File: src/rtl/jtframe_rst_cen.sv
// Reset sequencer and clock-enable generator fed by the PLL lock flag.
// Holds the core in reset until lock is stable, then emits /2, /4, /8 and num/den enables.
module jtframe_rst_cen #(
    parameter int unsigned HOLD_CYCLES = 1024,
    parameter int unsigned CNTW        = 11,
    parameter int unsigned FRACW       = 10
) (
    input  logic             clk,
    input  logic             rst_n,
    input  logic             pll_locked,
    input  logic             soft_rst,
    input  logic [FRACW-1:0] num,
    input  logic [FRACW-1:0] den,
    output logic             rst_out,
    output logic             cen2,
    output logic             cen4,
    output logic             cen8,
    output logic             cen_frac
);

    typedef enum logic [2:0] {
        ST_WAIT = 3'b001,
        ST_HOLD = 3'b010,
        ST_RUN  = 3'b100
    } state_t;

    localparam logic [CNTW-1:0] HOLD_LAST = CNTW'(HOLD_CYCLES - 1);

    state_t            state, state_nx;
    logic [CNTW-1:0]   cnt, cnt_nx;
    logic              lock_m, lock_s;
    logic [2:0]        div, div_nx;
    logic [FRACW-1:0]  acc, acc_nx, numc;
    logic [FRACW:0]    sum;
    logic              frac_nx, run_now, run_nx;

    always_ff @(posedge clk or negedge rst_n) begin
        if (!rst_n) begin
            lock_m <= 1'b0;
            lock_s <= 1'b0;
            state  <= ST_WAIT;
            cnt    <= '0;
        end else begin
            lock_m <= pll_locked;
            lock_s <= lock_m;
            state  <= state_nx;
            cnt    <= cnt_nx;
        end
    end

    // Lock loss beats soft reset, which beats the normal progression.
    always_comb begin
        state_nx = state;
        cnt_nx   = '0;
        if (!lock_s) begin
            state_nx = ST_WAIT;
        end else if (soft_rst) begin
            state_nx = ST_HOLD;
        end else begin
            case (state)
                ST_WAIT: state_nx = ST_HOLD;
                ST_HOLD: begin
                    if (cnt == HOLD_LAST) state_nx = ST_RUN;
                    else                  cnt_nx   = cnt + CNTW'(1);
                end
                ST_RUN:  state_nx = ST_RUN;
                default: state_nx = ST_WAIT;
            endcase
        end
    end

    always_comb begin
        rst_out = (state != ST_RUN);
    end

    assign run_now = (state == ST_RUN);
    assign run_nx  = (state_nx == ST_RUN);

    // Enables are registered from next-state values so they clear on the same edge RUN is left.
    always_comb begin
        div_nx  = '0;
        acc_nx  = '0;
        frac_nx = 1'b0;
        numc    = (num > den) ? den : num;
        sum     = {1'b0, acc} + {1'b0, numc};
        if (run_nx) begin
            if (run_now) div_nx = div + 3'd1;
            if (den != '0) begin
                if (sum >= {1'b0, den}) begin
                    frac_nx = 1'b1;
                    acc_nx  = FRACW'(sum - {1'b0, den});
                end else begin
                    acc_nx  = sum[FRACW-1:0];
                end
            end
        end
    end

    always_ff @(posedge clk or negedge rst_n) begin
        if (!rst_n) begin
            div      <= '0;
            acc      <= '0;
            cen2     <= 1'b0;
            cen4     <= 1'b0;
            cen8     <= 1'b0;
            cen_frac <= 1'b0;
        end else begin
            div      <= div_nx;
            acc      <= acc_nx;
            cen2     <= div_nx[0];
            cen4     <= &div_nx[1:0];
            cen8     <= &div_nx;
            cen_frac <= frac_nx;
        end
    end

endmodule

File: config.mk
export PLATFORM = sky130hd
export DESIGN_NAME = jtframe_rst_cen
export DESIGN_NICKNAME = d
export VERILOG_FILES = /design/src/rtl/jtframe_rst_cen.sv
export SDC_FILE = /design/constraint.sdc
export NUM_CORES = 1
export LEC_CHECK = 0
export ABC_AREA = 1
export BUFFER_PORTS_ARGS = -buffer_cell sky130_fd_sc_hd__buf_4
export CAP_MARGIN = 20
export CORE_ASPECT_RATIO = 1.2
export CORE_MARGIN = 3
export CORE_UTILIZATION = 45
export CTS_CLUSTER_DIAMETER = 120
export DETAILED_ROUTE_END_ITERATION = 8
export PLACE_DENSITY_LB_ADDON = 0.12
export SYNTH_ARGS = -nofsm -noshare
export SYNTH_HDL_FRONTEND = slang
export SYNTH_SLANG_ARGS = --single-unit
File: constraint.sdc
create_clock -name clk -period 5 [get_ports clk]
set_clock_uncertainty 0.05 [all_clocks]
set_input_delay 1 -clock clk [delete_from_list [all_inputs] [get_ports clk]]
set_output_delay 1 -clock clk [all_outputs]
set_load 0.03 [all_outputs]
==> results.cfg <==
[status]
run_status = finished, final reports clean

[synth]
area_contributors_post_synth = sky130_fd_sc_hd__dfrtp_1, sky130_fd_sc_hd__nand2_1, sky130_fd_sc_hd__ha_1
number_of_synthesized_flops_with_an_enable_pin = 0
yosys-top-cells-count = sky130_fd_sc_hd__nand2_1, sky130_fd_sc_hd__inv_1, sky130_fd_sc_hd__nor2_1
synth_top_family_by_area = simple AND/OR/NAND/NOR gates
synthDistinctLibCells = 34
yosysWarningCount = 0
synth-compound-area-share_pct = 9.37
post_synth_mux_area_share_pct = 0
syn_avg_cell_area_um2 = 7.00
synth_ff_type = sky130_fd_sc_hd__dfrtp_1
syn_nets = 486
synth.ff_latch_count = 32
synth.yosys.seq_area_share_pct = 26.8
synthDominantCellAreaShare_pct = 25.9
postSynth.asyncResetShare_pct = 100
yosys.area_share.adder_pct = 15.1
yosysTopAreaCell = sky130_fd_sc_hd__dfrtp_1
synth.cell_area_um2 = 2990
synth.most_common_cell = sky130_fd_sc_hd__nand2_1
basic_gate_share_of_the_synthesized_area_counting_and_or_nand_and_nor_cells_pct = 34.3
synth_xor_area_share_pct = 3.51
syn-instance-count = 427

[floorplan]
dieArea_um2 = 7660
floorplan.initialDensity_pct = 47.9
ioPinCount = 29
dieWidth_um = 80.4
fp-row-count = 31
die_h_um = 95.3
fp.coreArea_um2 = 6240

[grt]
first_global_vias = 2737
grt_start_max_net_pins = 33
grt_use_total_pct = 20.0
antenna_violations_before_repair = 0
first_pass_grt_wire_length_um = 11900
grt_remaining_overflow = 0

[placement]
dp.cells = 544
gp_congestion = 0.888
hpwlAfterDp_um = 5780
io_buffers = 28

[cells_and_area]
drive_above_1_share_pct = 19.8
areaGrowthSynthToFinish_pct = 16.7
diodes_inserted = 0
finish.utilization_pct = 55.9
final_cell_count_no_fill = 552
finish.net_count = 528

[power]
p_leak_nw = 1.95
power-per-cell-area_nw_per_um2 = 225
peakVddDrop_v = 0.000163

[sta]
maximum_achievable_frequency_ghz = 0.219
post-route-period-util_pct = 91.5
timing.final.crit_period_ns = 4.58
setup_total_negative_slack_ns = 0
finalHoldViolations = 0
rsz0062_at_grt = no
setup_viol = 0
fin_hold_ws_ns = 0.313
worstMarginPinSlew_ns = 0.405
slew_violations = 0
relSlewSlack_pct = 73.0

[clocking]
clk_transition_reported_paths_ns = 0.08
insertion_delay_of_the_later_clocked_pin_in_the_worst_skew_pair_ns = 0.29
cts_tree = built
clock-sinks = 32
cts_max_path_buffers = 2
numCtsBuffers = 5
hold_buffers = 0
clock_tree.root_cell = sky130_fd_sc_hd__clkbuf_8
ctsHtreeMaxLevel = 2

[critical_path]
worst_setup_path_end_kind = flop
timing.critical_path.arrival_ns = 4.71
worstSetupStartpoint = den[9]
critical_path.reg2reg.startpoint = acc[0]
critical_path_peak_fanout = 12
worst-setup-path-type = in -> reg
cp.required_ns = 5.13
start_kind = input port

[route]
antenna_violating_nets_post_route = 0
drt_drc_violations_left = 0
via_per_inst = 4.90
vias = 2707
routed_wire_length_per_instance_um = 12.6
detailedRoute.firstPassIterationCount = 5
drt_first_iter_violations = 84
drt_wl_total_um = 6980

[run]
drv.max_cap_violation_count = 0

[min_path]
worst_hold_path_type = reg -> reg
min-delay-start = lock_m
## routing by layer
layer  wire length [um]  GRT usage (%)  up-vias
met5                  0              0        -
met4                157           8.31        0
met3                168           1.98       13
met2               3610           36.5       51
met1               3050           23.6     1211
li1                   -              -     1432
## layout by cell type, fill, tap and decap left out, types with 2 or more instances in the layout
cell,instances
sky130_fd_sc_hd__clkinv_4,2
sky130_fd_sc_hd__fa_1,2
sky130_fd_sc_hd__buf_12,3
sky130_fd_sc_hd__nand2_1,120
sky130_fd_sc_hd__nor3b_1,2
sky130_fd_sc_hd__a21oi_2,10
sky130_fd_sc_hd__buf_4,38
sky130_fd_sc_hd__inv_2,3
sky130_fd_sc_hd__xor2_1,7
sky130_fd_sc_hd__nor4_1,2
sky130_fd_sc_hd__dfrtp_1,31
sky130_fd_sc_hd__nor2_1,44
sky130_fd_sc_hd__clkbuf_8,5
sky130_fd_sc_hd__o21ai_0,13
sky130_fd_sc_hd__nor3_1,3
sky130_fd_sc_hd__nand3_1,21
sky130_fd_sc_hd__nand4_1,5
sky130_fd_sc_hd__nor2_2,7
sky130_fd_sc_hd__xnor2_1,5
sky130_fd_sc_hd__nand3b_1,3
sky130_fd_sc_hd__inv_1,66
sky130_fd_sc_hd__nand2_2,7
sky130_fd_sc_hd__a21oi_1,13
sky130_fd_sc_hd__ha_1,33
sky130_fd_sc_hd__nand3_2,12
sky130_fd_sc_hd__clkinvlp_4,2
## layout make-up
type	instances	area, um^2
clock buffer	5	68.8
clock inverter	3	23.8
fill	597	2760
inverter	71	272
multi-input combinational	318	1870
sequential	32	802
tap	82	103
timing repair buffer	41	345
## registers in the layout (all words and copies together) (netlist names)
register and count:
cnt 11, acc 10, div 3, state 3
cen4 1, cen8 1, cen_frac 1, lock_m 1
lock_s 1
## worst paths after layout
path / cells past startpoint / endpoint / slack [ns]
min reg2reg: 0 / lock_s / 0.31
max in group asynchronous: 1 / state[0] / 3.99
max reg2reg: 18 / acc[3] / 1.95
min: 0 / lock_s / 0.31
max: 28 / acc[3] / 0.42
min in group asynchronous: 1 / div[0] / 0.59
## cells by family after synthesis
group,count (synthesis)
xor+xnor,12
flops,32
simple gates,227
compound gates,44
fa+ha+maj,35
buf+inv,77
## worst max-delay path, stage by stage
cell	delay [ns]
sky130_fd_sc_hd__buf_4	0.08
sky130_fd_sc_hd__inv_1	0.06
sky130_fd_sc_hd__ha_1	0.30
sky130_fd_sc_hd__nand2_1	0.11
sky130_fd_sc_hd__nor2_4	0.17
sky130_fd_sc_hd__o211ai_1	0.11
sky130_fd_sc_hd__nand3_1	0.10
sky130_fd_sc_hd__nand2_2	0.10
sky130_fd_sc_hd__nand2_1	0.07
sky130_fd_sc_hd__o21ai_0	0.08
sky130_fd_sc_hd__ha_1	0.22
sky130_fd_sc_hd__fa_1	0.39
sky130_fd_sc_hd__nand3_1	0.10
sky130_fd_sc_hd__nand3_1	0.12
sky130_fd_sc_hd__nand2_1	0.14
sky130_fd_sc_hd__nand3b_1	0.08
sky130_fd_sc_hd__nand2_1	0.13
sky130_fd_sc_hd__inv_1	0.06
sky130_fd_sc_hd__ha_1	0.36
sky130_fd_sc_hd__nand2_1	0.10
sky130_fd_sc_hd__nand2_1	0.07
sky130_fd_sc_hd__a21oi_1	0.16
sky130_fd_sc_hd__nand3_2	0.12
sky130_fd_sc_hd__nand2_2	0.13
sky130_fd_sc_hd__buf_12	0.16
sky130_fd_sc_hd__nand3_2	0.07
sky130_fd_sc_hd__nand2_1	0.07
sky130_fd_sc_hd__nor2_2	0.03
## per-stage QoR
| step | worst slack (ns) | cell area, um^2 | total power, mW |
|---|---|---|---|
| final | 0.424 | 3490 | 0.783 |
| after global routing | 0.0377 | 3490 | 0.838 |
| after CTS | 0.214 | 3480 | 0.789 |
| after detailed placement | -0.0900 | 3390 | 0.578 |
| after global placement | 0.0464 | 3390 | 0.574 |
| after floorplan | 0.459 | 2990 | 0.491 |
## power breakdown
part	internal [mW]	switching, mW
Clock	0.0985	0.108
Combinational	0.127	0.187
Sequential	0.261	0.00119
## timing repair
| item | CTS | global route |
|---|---|---|
| setup buffers | 0 | 0 |
| gates resized for setup | 0 | 3 |
| endpoints found under the setup margin | 0 | 11 |
| endpoints found under the hold margin | 0 | 0 |
Note: power is estimated with default switching activity, not from simulation.
